## src/rtl/calc_entry_fsm.sv

```systemverilog
// ============================================================================
// calc_entry_fsm
// ----------------------------------------------------------------------------
// Operand-entry and compute stage of the switch/button calculator. Feeds the
// 7-segment display driver.
//
// The design has four parts:
//   * It synchronises all asynchronous inputs through two flops.
//   * It debounces the ENTER and MODE buttons into single-cycle press pulses.
//   * It sequences A-entry -> B-entry -> result display.
//   * It computes a 6-bit signed result from A, B and the selected operation.
//
// Ports
//   clk           in   1  system clock, all logic on posedge
//   rst_n         in   1  synchronous active-low reset
//   sw            in   6  signed operand switches (asynchronous)
//   op_sel        in   2  00 add, 01 sub, 10 mul, 11 pass A (asynchronous)
//   btn_enter     in   1  raw ENTER button
//   btn_mode      in   1  raw MODE button
//   data          out  6  value to display: live switches in A/B entry,
//                         latched result in RES
//   display_mode  out  1  0 decimal, 1 hex; toggled by each MODE press
//   overflow      out  1  result in RES fell outside -32..31
//   state         out  2  00 S_A, 01 S_B, 10 S_RES
//
// Build option
//   CALC_SATURATE_EN : when defined, an overflowing result clamps to 31 or -32
//                      instead of wrapping. The overflow flag behaves the
//                      same in both builds.
// ============================================================================
module calc_entry_fsm #(
    parameter int DEBOUNCE_CYCLES = 250000,
    parameter int CNT_W           = 18
) (
    input  logic       clk,
    input  logic       rst_n,
    input  logic [5:0] sw,
    input  logic [1:0] op_sel,
    input  logic       btn_enter,
    input  logic       btn_mode,
    output logic [5:0] data,
    output logic       display_mode,
    output logic       overflow,
    output logic [1:0] state
);

    typedef enum logic [1:0] {
        S_A   = 2'b00,
        S_B   = 2'b01,
        S_RES = 2'b10
    } state_t;

    localparam logic [CNT_W-1:0] CNT_MAX = CNT_W'(DEBOUNCE_CYCLES);
    localparam logic [CNT_W-1:0] CNT_PRE = CNT_W'(DEBOUNCE_CYCLES - 1);

    // ------------------------------------------------------------------------
    // Two-flop synchronisers (_p0 first flop, _p1 usable synced value)
    // ------------------------------------------------------------------------
    logic [5:0] sw_p0, sw_p1;
    logic [1:0] op_p0, op_p1;
    logic       ent_p0, ent_p1;
    logic       mode_p0, mode_p1;

    always_ff @(posedge clk) begin
        if (!rst_n) begin
            sw_p0   <= '0;
            sw_p1   <= '0;
            op_p0   <= '0;
            op_p1   <= '0;
            ent_p0  <= 1'b0;
            ent_p1  <= 1'b0;
            mode_p0 <= 1'b0;
            mode_p1 <= 1'b0;
        end else begin
            sw_p0   <= sw;
            sw_p1   <= sw_p0;
            op_p0   <= op_sel;
            op_p1   <= op_p0;
            ent_p0  <= btn_enter;
            ent_p1  <= ent_p0;
            mode_p0 <= btn_mode;
            mode_p1 <= mode_p0;
        end
    end

    // ------------------------------------------------------------------------
    // Debounce: the counter saturates at CNT_MAX. The pulse is registered on
    // the edge where the counter steps from CNT_PRE to CNT_MAX, so a press
    // held longer than that cannot fire again until the button is released.
    // ------------------------------------------------------------------------
    logic [CNT_W-1:0] ent_cnt, mode_cnt;
    logic             ent_pulse, mode_pulse;

    always_ff @(posedge clk) begin
        if (!rst_n) begin
            ent_cnt    <= '0;
            mode_cnt   <= '0;
            ent_pulse  <= 1'b0;
            mode_pulse <= 1'b0;
        end else begin
            if (ent_p1) begin
                if (ent_cnt != CNT_MAX) begin
                    ent_cnt <= ent_cnt + CNT_W'(1);
                end
            end else begin
                ent_cnt <= '0;
            end
            if (mode_p1) begin
                if (mode_cnt != CNT_MAX) begin
                    mode_cnt <= mode_cnt + CNT_W'(1);
                end
            end else begin
                mode_cnt <= '0;
            end
            ent_pulse  <= ent_p1 && (ent_cnt == CNT_PRE);
            mode_pulse <= mode_p1 && (mode_cnt == CNT_PRE);
        end
    end

    // ------------------------------------------------------------------------
    // Result fitting: wrap to the low 6 bits, or clamp in the saturating build
    // ------------------------------------------------------------------------
    function automatic logic signed [5:0] fit6(input logic signed [11:0] v);
`ifdef CALC_SATURATE_EN
        if (v > 12'sd31) begin
            return 6'b011111;
        end else if (v < -12'sd32) begin
            return 6'b100000;
        end else begin
            return v[5:0];
        end
`else
        return v[5:0];
`endif
    endfunction

    // ------------------------------------------------------------------------
    // Registered FSM state and datapath
    // ------------------------------------------------------------------------
    state_t            state_q, state_d;
    logic signed [5:0] a_q, a_d;
    logic signed [5:0] b_q, b_d;
    logic [1:0]        op_q, op_d;
    logic signed [5:0] res_q, res_d;
    logic              ovf_q, ovf_d;
    logic [5:0]        data_q, data_d;
    logic              mode_q, mode_d;

    always_ff @(posedge clk) begin
        if (!rst_n) begin
            state_q <= S_A;
            a_q     <= '0;
            b_q     <= '0;
            op_q    <= '0;
            res_q   <= '0;
            ovf_q   <= 1'b0;
            data_q  <= '0;
            mode_q  <= 1'b0;
        end else begin
            state_q <= state_d;
            a_q     <= a_d;
            b_q     <= b_d;
            op_q    <= op_d;
            res_q   <= res_d;
            ovf_q   <= ovf_d;
            data_q  <= data_d;
            mode_q  <= mode_d;
        end
    end

    // ------------------------------------------------------------------------
    // Compute. In S_B the operands come straight from the synced switches and
    // op select, so the result is ready on the capture edge. Outside S_B the
    // held registers feed the datapath. That value is never loaded, but it
    // keeps B/op stable and observable.
    // ------------------------------------------------------------------------
    logic signed [5:0]  b_src;
    logic [1:0]         op_src;
    logic signed [6:0]  a7, b7, sum7, diff7;
    logic signed [11:0] a12, b12, full;
    logic               full_ovf;

    always_comb begin
        b_src  = (state_q == S_B) ? sw_p1 : b_q;
        op_src = (state_q == S_B) ? op_p1 : op_q;
        a7     = {a_q[5], a_q};
        b7     = {b_src[5], b_src};
        sum7   = a7 + b7;
        diff7  = a7 - b7;
        a12    = {{6{a_q[5]}}, a_q};
        b12    = {{6{b_src[5]}}, b_src};
        case (op_src)
            2'b00:   full = {{5{sum7[6]}}, sum7};
            2'b01:   full = {{5{diff7[6]}}, diff7};
            2'b10:   full = a12 * b12;
            default: full = a12;
        endcase
        full_ovf = (full > 12'sd31) || (full < -12'sd32);
    end

    // ------------------------------------------------------------------------
    // Next-state logic. data_d looks at the next state so that the display
    // switches to the result on the same edge that enters S_RES.
    // ------------------------------------------------------------------------
    always_comb begin
        state_d = state_q;
        a_d     = a_q;
        b_d     = b_q;
        op_d    = op_q;
        res_d   = res_q;
        ovf_d   = ovf_q;
        if (ent_pulse) begin
            case (state_q)
                S_A: begin
                    a_d     = sw_p1;
                    state_d = S_B;
                end
                S_B: begin
                    b_d     = sw_p1;
                    op_d    = op_p1;
                    res_d   = fit6(full);
                    ovf_d   = full_ovf;
                    state_d = S_RES;
                end
                S_RES: begin
                    a_d     = '0;
                    b_d     = '0;
                    res_d   = '0;
                    ovf_d   = 1'b0;
                    state_d = S_A;
                end
                default: begin
                    state_d = S_A;
                end
            endcase
        end
        data_d = (state_d == S_RES) ? res_d : sw_p1;
        mode_d = mode_q ^ mode_pulse;
    end

    assign data         = data_q;
    assign display_mode = mode_q;
    assign overflow     = ovf_q;
    assign state        = state_q;

endmodule

```

## config.mk

```make
export PLATFORM = sky130hd
export DESIGN_NAME = calc_entry_fsm
export DESIGN_NICKNAME = d
export VERILOG_FILES = /design/src/rtl/calc_entry_fsm.sv
export SDC_FILE = /design/constraint.sdc
export NUM_CORES = 1
export LEC_CHECK = 0
export BUFFER_PORTS_ARGS = -buffer_cell sky130_fd_sc_hd__clkbuf_2
export CAP_MARGIN = 40
export CORE_AREA = 2 2 98 100
export CTS_CLUSTER_SIZE = 8
export DETAILED_ROUTE_END_ITERATION = 7
export DIE_AREA = 0 0 100 102
export PLACE_DENSITY_LB_ADDON = 0.25
export SYNTH_ARGS = -nofsm -noshare
export SYNTH_HDL_FRONTEND = slang
export SYNTH_SLANG_ARGS = --single-unit
```

## constraint.sdc

```tcl
create_clock -name clk -period 7.1 [get_ports clk]
set_clock_uncertainty 0.05 [all_clocks]
set_input_delay 0.71 -clock clk [delete_from_list [all_inputs] [get_ports clk]]
set_output_delay 0.71 -clock clk [all_outputs]
set_load 0.1 [all_outputs]
```

Yosys cells after proc, flatten, opt, wreduce, memory -nomap -nowiden
Index checks and enable logic that the tools add are counted.
{ "totals": {"reg_bits": 88, "inputBits": 12, "elab_cells": 59} }
{ "classes": {"add_sub_neg": 4, "mul": 1, "order_cmp": 2, "n_eq_ne": 9, "mux": 11, "bitwise": 1, "n_reduce_logical": 11} }
{ "op_table": {"columns": ["cell", "count"], "rows": [
  ["$add 18x1->18 const B", 2],
  ["$eq 18x18->1 const B", 2],
  ["$ne 18x18->1 const B", 2],
  ["$pmux 12 s3", 1],
  ["$pmux 6 s2", 3],
  ["$mux 6", 3],
  ["$gt 12x6->1 const B", 1],
  ["$lt 12x6->1 const B", 1],
  ["$mul 6x6->12", 1],
  ["$reduce_and 2->1", 4],
  ["$add 6x6->7", 1],
  ["$sub 6x6->7", 1],
  ["$eq 2x2->1 const B", 3],
  ["$eq 2x1->1 const B", 2],
  ["$logic_not 2->1", 2],
  ["$mux 2", 2],
  ["$pmux 2 s2", 1],
  ["$reduce_bool 2->1", 2],
  ["$logic_and 1x1->1", 2],
  ["$pmux 1 s2", 1],
  ["$logic_or 1x1->1", 1],
  ["$xor 1x1->1", 1]
]} }

Longest topological paths before layout
Gate-level depths: netlist of the first run.
{ "logic_depth": {"ltp_word": 7, "depth_mapped": 23} }

Least setup slack after synthesis of the first run
OpenSTA, ideal clock, no wires.
{ "synth_path": {"path_type": "register to register", "from": "register state_q[0] (netlist: state[0])", "to": "register ovf_q (netlist: overflow)", "setup_ns": 0.126, "t_arrival_ns": 6.067, "t_required_ns": 6.924, "slack_ns": 0.857, "path_stages_with_launch": 20, "period_less_slack_ns": 6.243, "cell_sequence": "dfxtp_1 ha_1 buf_2 buf_2 mux2i_1 inv_1 nand2_1 fa_1 fa_1 fa_1 fa_1 inv_1 fa_1 a211oi_1 o21bai_1 a21oi_1 xor2_1 a31oi_1 nor4_1 o31ai_1"} }
{ "synth_between": {"elab_chain_cells": 7, "elab_cells_between_ends": 17} }
{ "synth_rtl": {"columns": ["item", "line", "rtl"], "rows": [
  ["start, declared", "140", "state_t state_q, state_d;"],
  ["start signal, assigned", "160", "state_q <= state_d;"],
  ["$eq 2x1->1", "184, 185, 213", null],
  ["$mux 6 / $mux 2 (equally long branches)", null, null],
  ["$mul 6x6->12, or another cell as far along", "195", "2'b10: full = a12 * b12;"],
  ["$pmux 12 s3", "192", "case (op_src)"],
  ["$gt 12x6->1 / $lt 12x6->1 (equally long branches)", "198", "full_ovf = (full > 12'sd31) || (full < -12'sd32);"],
  ["$logic_or 1x1->1", "198", null],
  ["$pmux 1 s2", "213", "case (state_q)"],
  ["end signal, assigned", "165", "ovf_q <= ovf_d;"],
  ["end, declared", "145", "logic ovf_q, ovf_d;"]
]} }
Several ways; a longest one is shown, not always the timed one.
A chain may end at the register's enable or synchronous reset.

Final worst setup path of the first run
Ends and elaborated chain as after synthesis.

==> results.yml, run 1 <==
pwr:
  switchingPower_mw: 0.221
  power_frac_comb_pct: 2.6
  leakagePower_nw: 2.39
  seqPwrFrac_pct: 58.0
  switching_share_pct: 25.5
  ir_drop_mv: 0.124
  power_frac_clock_pct: 39.4
  internal_power_mw: 0.646
  power_density_mw_per_mm2: 149
  total_power_mw: 0.868
setup_path:
  arrival_ns: 6.19
  ff2ff_setup_slack_ns: 1.10
  crit_required_ns: 7.29
  crit_fanout: 18
  worstSetupStartpointType: "flip-flop"
  regToRegEndpoint: "overflow"
  timing.rr.start: "state[0]"
  worst-r2r-cell-count: 17
  end_kind: "flip-flop"
  crit_type: "flip-flop to flip-flop"
clock_tree:
  cts_buffers: 9
  hold_buffers: 0
  numClockSinks: 88
  cts_resized: 0
  cts_root_buf: "clkbuf_8"
  cts_setup_buffers: 0
  insertion_delay_ns: 0.36
  htreeDepth: 3
  tritoncts: "done"
  path_clk_slew_ns: 0.11
  clockBufferDepth: 2
place:
  port_buffers: 21
  placed_cell_area_sq_mm: 0.00561
  dp_slack_ns: 1.21
  hpwl_microns: 8320
  dp_cells: 729
  globalplace.congestion: 0.912
global_route:
  grt_pass1_wl_microns: 18700
  grt_pass1_vias: 4074
  grt_max_degree: 30
  antenna_found_initial: 0
  grt_usage_pct: 22.9
  overflow: 0
timing:
  fin_crit_ns: 6.00
  max_slew_margin_pct: 42.3
  finalMaxSlewViolations: 0
  finalHoldViolCount: 0
  fmax_ghz: 0.167
  timing.final.crit_share_pct: 84.5
  timing.setup.tns_ns: 0
  rsz0062_at_grt: "no"
  worst_pin_slew_ns: 0.865
  fin_ws_ns: 1.10
  fin_hold_ws_ns: 0.391
  finalSetupViolations: 0
logic_synthesis:
  synthDistinctLibCells: 56
  synth_area_sq_mm: 0.00541
  yosysSeqAreaShare_pct: 32.6
  synth_ff_type: "dfxtp_1"
  synth-edff-count: 0
  yosysWarnings: 0
  avgSynthCellArea_sq_um: 8.85
  synth_nets: 693
  synth_seq_cells: 88
  netlist_instances: 611
  ys_async_sr_fraction_pct: 0
route:
  drt-pass1-iter-count: 4
  wl_per_cell_microns: 14.5
  ant_nets: 0
  drt_wl_total_microns: 10800
  detail_route.iter0.violations: 132
  drc: 0
  via_count: 4088
  vias_per_cell: 5.49
worst_hold_path:
  worstHoldStart: "sw_p0[4]"
  worstHoldEndpoint: "sw_p1[4]"
  hold_path_class: "flip-flop to flip-flop"
  hold_depth: 1
layout:
  num_antenna_cells: 0
  fin_nets: 711
  final_cell_mix: "nor2_1, dfxtp_1, inv_1"
  drive_above_1_share_pct: 8.52
  instances_no_fill: 745
  syn_to_final_growth_pct: 7.31
  utilization_pct: 63.7
  stdcell_area_sq_mm: 0.00581
  nFillCells: 798
die:
  die_w_microns: 100
  dieHeight_microns: 102
  num_io_pins: 22
  core_sq_mm: 0.00911
  rows: 35
  start_util_pct: 59.4
  fp.dieArea_sq_mm: 0.0102
outcome:
  status: "complete, no violations"
flow_run:
  cap_violations: 0
[worst max-delay path, cell delays in order, from the launching register on]
cell	delay [ns]
dfxtp_1	0.42
ha_1	0.67
mux2i_1	0.55
inv_1	0.14
nand2_1	0.12
fa_1	0.45
fa_1	0.53
fa_1	0.53
fa_1	0.52
inv_1	0.07
fa_1	0.45
a211oi_1	0.34
o21bai_1	0.12
a21oi_1	0.18
xor2_1	0.22
a31oi_1	0.11
nor4_1	0.27
o31ai_1	0.12
[Yosys cell counts, drive strengths merged (4+ instances only)]
cell | instances | share of area [%]
dfxtp | 88 | 33
nor2 | 88 | 6.1
inv | 51 | 3.5
nand2 | 45 | 3.2
ha | 42 | 9.7
a21oi | 30 | 2.8
fa | 28 | 10
and2 | 27 | 3.1
xor2 | 25 | 4.0
xnor2 | 20 | 3.2
nand3 | 17 | 1.6
a211oi | 12 | 1.7
clkbuf | 12 | 0.83
nor3 | 12 | 1.1
mux2i | 11 | 2.0
o21ai | 11 | 1.0
nor2b | 9 | 1.0
a31oi | 7 | 0.81
nor3b | 7 | 1.1
nor4 | 6 | 0.69
a22oi | 5 | 0.69
buf | 5 | 0.42
or3 | 5 | 0.60
mux2 | 4 | 0.83
nand2b | 4 | 0.46
nand4 | 4 | 0.46
o21bai | 4 | 0.56
[sequential cells by signal, indices dropped and copies added, names as in the netlist]
| register | flops |
|---|---|
| ent_p1 | 1 |
| res_q | 6 |
| mode_p1 | 1 |
| overflow | 1 |
| b_q | 6 |
| op_q | 2 |
| display_mode | 1 |
| state | 2 |
| ent_pulse | 1 |
| op_p0 | 2 |
| a_q | 6 |
| data | 6 |
| ent_cnt | 18 |
| sw_p0 | 6 |
| mode_cnt | 18 |
| mode_pulse | 1 |
| sw_p1 | 6 |
| ent_p0 | 1 |
| op_p1 | 2 |
| mode_p0 | 1 |
[logic make-up after synthesis]
kind of cell,share of synthesized area (%)
simple gates,21.9
buf+inv,5.04
compound gates,9.44
mux,3.28
flops,32.6
fa+ha+maj,20.1
xor+xnor,7.70
[worst max-delay path by stage]
stage | endpoint | start | slack, ns
floorplan | overflow | state[0] | 0.86
finish | overflow | state[0] | 1.10
global route | overflow | state[1] | 0.76
CTS | overflow | state[1] | 1.14
global placement | overflow | state[0] | 1.42
detailed placement | overflow | state[1] | 1.21
[area by class of cell]
cell class | instances | area (sq um) | share of cell area, %
clock inverter | 7 | 75.1 | 1.29
tap | 111 | 139 | 2.39
multi-input combinational | 453 | 3380 | 58.1
clock buffer | 9 | 124 | 2.13
timing repair buffer | 25 | 135 | 2.33
inverter | 52 | 195 | 3.36
sequential | 88 | 1760 | 30.3
[power groups by stage]
stage,Sequential [mW],Clock [mW],Combinational [mW]
2_1_floorplan,0.520,0,0.0112
3_3_place_gp,0.515,0,0.0225
3_5_place_dp,0.515,0,0.0229
4_1_cts,0.503,0.353,0.0230
5_1_grt,0.504,0.372,0.0249
6_report,0.503,0.342,0.0226
[routing by layer]
metal | part of all wire (%) | up-vias | global-route usage (%)
met4 | 1.6 | 0 | 7.17
met3 | 2.9 | 15 | 3.63
met5 | 0 | - | 0
li1 | - | 2077 | -
met1 | 46 | 1943 | 28.9
met2 | 50 | 53 | 40.6
Note: power is estimated with default switching activity, not from simulation.
==> run 2, diff against run 1 <==
--- a/config.mk
+++ b/config.mk
@@ -7,10 +7,10 @@
 export LEC_CHECK = 0
 export BUFFER_PORTS_ARGS = -buffer_cell sky130_fd_sc_hd__clkbuf_2
 export CAP_MARGIN = 40
-export CORE_AREA = 2 2 98 100
+export CORE_AREA = 2 2 102 104
 export CTS_CLUSTER_SIZE = 8
 export DETAILED_ROUTE_END_ITERATION = 7
-export DIE_AREA = 0 0 100 102
+export DIE_AREA = 0 0 104 106
 export PLACE_DENSITY_LB_ADDON = 0.25
 export SYNTH_ARGS = -nofsm -noshare
 export SYNTH_HDL_FRONTEND = slang
==> constraint.sdc (replaced) <==
create_clock -name clk -period 5.5 [get_ports clk]
set_clock_uncertainty 0.05 [all_clocks]
set_input_delay 0.55 -clock clk [delete_from_list [all_inputs] [get_ports clk]]
set_output_delay 0.55 -clock clk [all_outputs]
set_load 0.1 [all_outputs]
==> results.yml, run 2 (same netlist as run 1, synthesis figures left out) <==
pwr:
  power_frac_comb_pct: 2.7
  ir_drop_mv: 0.206
  power_frac_clock_pct: 37.2
  power_density_mw_per_mm2: 184
  seqPwrFrac_pct: 60.0
  internal_power_mw: 0.852
  switchingPower_mw: 0.229
  switching_share_pct: 21.2
  leakagePower_nw: 2.41
setup_path:
  cp_cell_sequence: "inv_1 -> ha_4 -> mux2_2 -> nand2_1 -> fa_1 -> fa_1 -> fa_1 -> fa_1 -> inv_1 -> ha_1 -> a211oi_1 -> o21bai_1 -> a21oi_1 -> xor2_1 -> nor3_1 -> nor4b_1 -> o31ai_1"
  crit_fanout: 8
  critPathSlowestCell: "fa_1"
  crit_top_cell: "fa_1"
  worst-r2r-cell-count: 17
  crit_type: "flip-flop to flip-flop"
  ff2ff_setup_slack_ns: 0.33
  end_kind: "flip-flop"
  worstSetupStartpointType: "flip-flop"
  max_stage_delay_ns: 0.52
  arrival_ns: 5.35
  crit_required_ns: 5.67
clock_tree:
  htreeDepth: 3
  cts_buffers: 9
  hold_buffers: 0
  numClockSinks: 88
  clockBufferDepth: 2
  insertion_delay_ns: 0.34
  cts_root_buf: "clkbuf_8"
  path_clk_slew_ns: 0.08
  tritoncts: "done"
place:
  placed_cell_area_sq_mm: 0.00569
  globalplace.congestion: 1.02
  port_buffers: 21
  hpwl_microns: 8410
timing:
  finalHoldViolCount: 0
  finalSetupViolations: 0
  max_slew_margin_pct: 39.3
  timing.final.crit_share_pct: 94.1
  fin_crit_ns: 5.17
  fmax_ghz: 0.193
  rsz0062_at_grt: "no"
  timing.setup.tns_ns: 0
  finalMaxSlewViolations: 0
  worst_pin_slew_ns: 0.909
route:
  vias_per_cell: 5.36
  wl_per_cell_microns: 14.2
  drt_wl_total_microns: 11000
  wl_met2_microns: 5270
  via_count: 4144
  ant_nets: 0
  drt-pass1-iter-count: 5
  wl_met1_microns: 5140
  dr.max_layer_used: "met4"
  wl_met3_microns: 395
  drc: 0
  detail_route.iter0.violations: 217
layout:
  final_cell_mix: "nor2_1, dfxtp_1, inv_1"
  nFillCells: 920
  syn_to_final_growth_pct: 8.90
  stdcell_area_sq_mm: 0.00589
  regArea_sq_mm: 0.00177
  num_antenna_cells: 0
  multi_input_area_sq_mm: 0.00341
  reg_top3: "ent_cnt (18), mode_cnt (18)"
  final_common_cell: "nor2_1"
  fin_nets: 715
  drive_above_1_share_pct: 9.73
global_route:
  grt_max_degree: 30
  grt_pass1_wl_microns: 19100
  grt_pass1_vias: 4081
  antenna_found_initial: 0
  overflow: 0
  grt_usage_pct: 21.2
die:
  start_util_pct: 54.1
  dieHeight_microns: 106
  die_w_microns: 104
  num_io_pins: 22
  fp.dieArea_sq_mm: 0.0110
  rows: 37
  core_sq_mm: 0.0100
flow_run:
  cap_violations: 0
outcome:
  status: "complete, no violations"
worst_hold_path:
  hold_depth: 2
  hold_path_class: "input pin to flip-flop"
==> run 2: what timing repair did <==
action / CTS / global route
setup endpoints to repair: 0 / 3
endpoints found under the hold margin: 0 / 0
setup buffers: 0 / 0
resized for setup: 0 / 3
==> run 2: worst max-delay path, delay by kind of cell (launching register included) <==
family                   cells  cell delay, ns
AO/OA/AOI/OAI                4            0.84
XOR/XNOR                     1            0.10
adder cells (fa/ha/maj)      6            2.51
buffers and inverters        2            0.20
flip-flops                   1            0.35
multiplexers                 1            0.44
AND/OR/NAND/NOR              3            0.56
==> run 2: layout make-up <==
type | instances | share of cell area [%]
tap | 136 | 2.89
inverter | 52 | 3.31
sequential | 88 | 30.0
multi-input combinational | 453 | 57.9
clock inverter | 2 | 0.234
timing repair buffer | 29 | 2.80
clock buffer | 13 | 2.87
==> run 2: power groups by stage <==
stage          Combinational, mW  Clock (mW)  Sequential [mW]
2_1_floorplan             0.0145           0            0.671
3_3_place_gp              0.0292           0            0.664
3_5_place_dp              0.0300           0            0.664
4_1_cts                   0.0301       0.416            0.649
5_1_grt                   0.0326       0.440            0.650
6_report                  0.0297       0.403            0.649
==> run 2: per-layer routing <==
metal	vias up	global-route usage [%]
met3	15	3.19
li1	2081	-
met5	-	0
met1	1967	28.1
met4	0	6.56
met2	81	36.0
==> run 2: metrics by stage <==
| stage | std cells | utilization [%] | hold slack [ns] | power [mW] | setup slack (ns) |
|---|---|---|---|---|---|
| 6_report | 773 | 58.9 | 0.359 | 1.08 | 0.325 |
| 5_1_grt | 773 | 58.9 | 0.351 | 1.12 | 0.0439 |
| 4_1_cts | 773 | 58.7 | 0.342 | 1.10 | 0.0293 |
| 3_5_place_dp | 758 | 56.9 | 0.367 | 0.694 | 0.0481 |
| 3_3_place_gp | 758 | 56.9 | 0.363 | 0.693 | 0.173 |
| 2_1_floorplan | 611 | - | 0.362 | 0.685 | 0.0633 |
==> run 2: worst paths after layout <==
kind,from,endpoint
setup reg to reg,state[1],overflow
setup / recovery,state[1],overflow
hold / removal,btn_mode,mode_p0
hold reg to reg,sw_p0[2],sw_p1[2]
==> run 3, diff against run 2 <==
--- a/config.mk
+++ b/config.mk
@@ -8,10 +8,11 @@
 export BUFFER_PORTS_ARGS = -buffer_cell sky130_fd_sc_hd__clkbuf_2
 export CAP_MARGIN = 40
 export CORE_AREA = 2 2 102 104
-export CTS_CLUSTER_SIZE = 8
+export CTS_CLUSTER_SIZE = 25
 export DETAILED_ROUTE_END_ITERATION = 7
 export DIE_AREA = 0 0 104 106
 export PLACE_DENSITY_LB_ADDON = 0.25
+export SETUP_SLACK_MARGIN = 0.5
 export SYNTH_ARGS = -nofsm -noshare
 export SYNTH_HDL_FRONTEND = slang
 export SYNTH_SLANG_ARGS = --single-unit
==> results.yml, run 3 (same netlist as run 1, synthesis figures left out) <==
global_route:
  grt_pass1_wl_microns: 18400
  antenna_found_initial: 0
  grt_max_degree: 30
  overflow: 0
  grt_usage_pct: 20.5
  grt_pass1_vias: 3983
layout:
  stdcell_area_sq_mm: 0.00614
  drive_above_1_share_pct: 14.1
  multi_input_area_sq_mm: 0.00351
  regArea_sq_mm: 0.00177
  num_antenna_cells: 0
  fin_nets: 723
  final_cell_mix: "nor2_1, dfxtp_1, inv_1"
  syn_to_final_growth_pct: 13.5
  nFillCells: 880
  reg_top3: "ent_cnt (18), mode_cnt (18)"
  final_common_cell: "nor2_1"
  instances_no_fill: 782
timing:
  fmax_ghz: 0.204
  finalHoldViolCount: 0
  finalSetupViolations: 0
  worst_pin_slew_ns: 0.870
  finalMaxSlewViolations: 0
  fin_crit_ns: 4.90
  timing.setup.tns_ns: 0
  timing.final.crit_share_pct: 89.1
  max_slew_margin_pct: 41.9
  rsz0062_at_grt: "yes"
route:
  detail_route.iter0.violations: 253
  wl_per_cell_microns: 14.3
  vias_per_cell: 5.36
  ant_nets: 0
  drc: 0
  drt-pass1-iter-count: 5
  via_count: 4193
  drt_wl_total_microns: 11100
die:
  rows: 37
  core_sq_mm: 0.0100
  start_util_pct: 54.1
  num_io_pins: 22
  die_w_microns: 104
  fp.dieArea_sq_mm: 0.0110
  dieHeight_microns: 106
setup_path:
  worst-r2r-cell-count: 18
  crit_fanout: 6
  critPathSlowestCell: "fa_1"
  max_stage_delay_ns: 0.54
  ff2ff_setup_slack_ns: 0.60
  cpLargestDelayFamily: "adder cells"
  worstSetupStartpointType: "flip-flop"
  critPathBufInv: 3
  arrival_ns: 5.10
  timing.rr.start: "state[1]"
  crit_type: "flip-flop to flip-flop"
  regToRegEndpoint: "overflow"
  end_kind: "flip-flop"
  crit_required_ns: 5.70
  crit_top_cell: "fa_1"
  cp_cell_sequence: "inv_4 -> ha_4 -> buf_6 -> mux2_4 -> nand2_2 -> fa_1 -> fa_1 -> fa_1 -> fa_1 -> inv_2 -> fa_2 -> a211oi_2 -> o21bai_1 -> a21oi_1 -> xor2_1 -> a31oi_1 -> nor4_1 -> o31ai_1"
place:
  port_buffers: 21
  dp_cells: 753
  placed_cell_area_sq_mm: 0.00570
  globalplace.congestion: 0.904
  hpwl_microns: 8300
clock_tree:
  insertion_delay_ns: 0.36
  htreeDepth: 3
  cts_buffers: 9
  hold_buffers: 0
  path_clk_slew_ns: 0.09
  tritoncts: "done"
  numClockSinks: 88
  clockBufferDepth: 2
  cts_root_buf: "clkbuf_8"
pwr:
  ir_drop_mv: 0.226
  power_frac_comb_pct: 2.4
  power_density_mw_per_mm2: 201
  switching_share_pct: 20.4
  seqPwrFrac_pct: 52.5
  internal_power_mw: 0.984
  power_frac_clock_pct: 45.1
  leakagePower_nw: 2.48
  total_power_mw: 1.24
  switchingPower_mw: 0.252
outcome:
  status: "complete, no violations"
flow_run:
  cap_violations: 0
worst_hold_path:
  worstHoldStart: "sw[3]"
  hold_depth: 2
  worstHoldEndpoint: "sw_p0[3]"
  hold_path_class: "input pin to flip-flop"
[run 3: changes by cell type in the layout (fill, tap and decap cells not counted), moves of 3 or more]
| cell | delta |
|---|---|
| clkbuf_8 | -3 |
| mux2_2 | -4 |
| buf_4 | +6 |
| inv_2 | +3 |
| ha_1 | -4 |
| ha_4 | +3 |
| bufinv_16 | +3 |
| mux2_4 | +4 |
| inv_1 | -4 |
| nand2_1 | -4 |
| nand2_2 | +4 |
[run 3: power by group through the flow]
stage | Clock, mW | Combinational (mW) | Sequential, mW
2_1_floorplan | 0 | 0.0145 | 0.671
3_3_place_gp | 0 | 0.0293 | 0.664
3_5_place_dp | 0 | 0.0300 | 0.664
4_1_cts | 0.568 | 0.0300 | 0.649
5_1_grt | 0.596 | 0.0326 | 0.650
6_report | 0.557 | 0.0297 | 0.649
[run 3: worst reg2reg max path: cells and delay by family, from the launching register on]
kind	cells	cell delay [ns]
adder cells (fa/ha/maj)	6	2.47
AO/OA/AOI/OAI	5	0.77
AND/OR/NAND/NOR	2	0.37
flip-flops	1	0.36
multiplexers	1	0.33
buffers and inverters	3	0.25
XOR/XNOR	1	0.22
[run 3: stage by stage]
stage	setup WS [ns]	utilization, %	hold slack (ns)
floorplan	0.520	-	0.362
global placement	0.509	57.0	0.363
detailed placement	0.379	57.0	0.369
CTS	0.510	59.7	0.332
global route	0.416	61.4	0.334
finish	0.599	61.4	0.344
[run 3: area by class of cell]
class / count / area share (%)
clock buffers: 10 / 2.42
clock inverters: 6 / 1.83
inverters: 52 / 3.22
multi-input cells: 453 / 57.2
flip-flops and latches: 88 / 28.8
well taps: 136 / 2.77
repair buffers: 37 / 3.79
[run 3: what timing repair did]
action / 4_1_cts / 5_1_grt
resized for setup: 0 / 22
setup endpoints to repair: 3 / 3
buffers inserted: 2 / 11
pin swaps: 0 / 19
[run 3: worst max-delay path by stage]
stage | start | endpoint | cells past startpoint | slack (ns)
after CTS | state[1] | data[5] | 16 | 0.51
after global placement | state[1] | data[5] | 17 | 0.51
after global routing | state[1] | overflow | 21 | 0.42
final | state[1] | overflow | 18 | 0.60
after detailed placement | state[1] | data[5] | 17 | 0.38
after floorplan | state[0] | overflow | 19 | 0.52
[run 3: metal layers]
metal	GRT usage (%)	part of all wire, %
met4	7.53	1.4
met2	34.6	49
met3	3.00	3.7
met5	0	0
met1	26.9	46
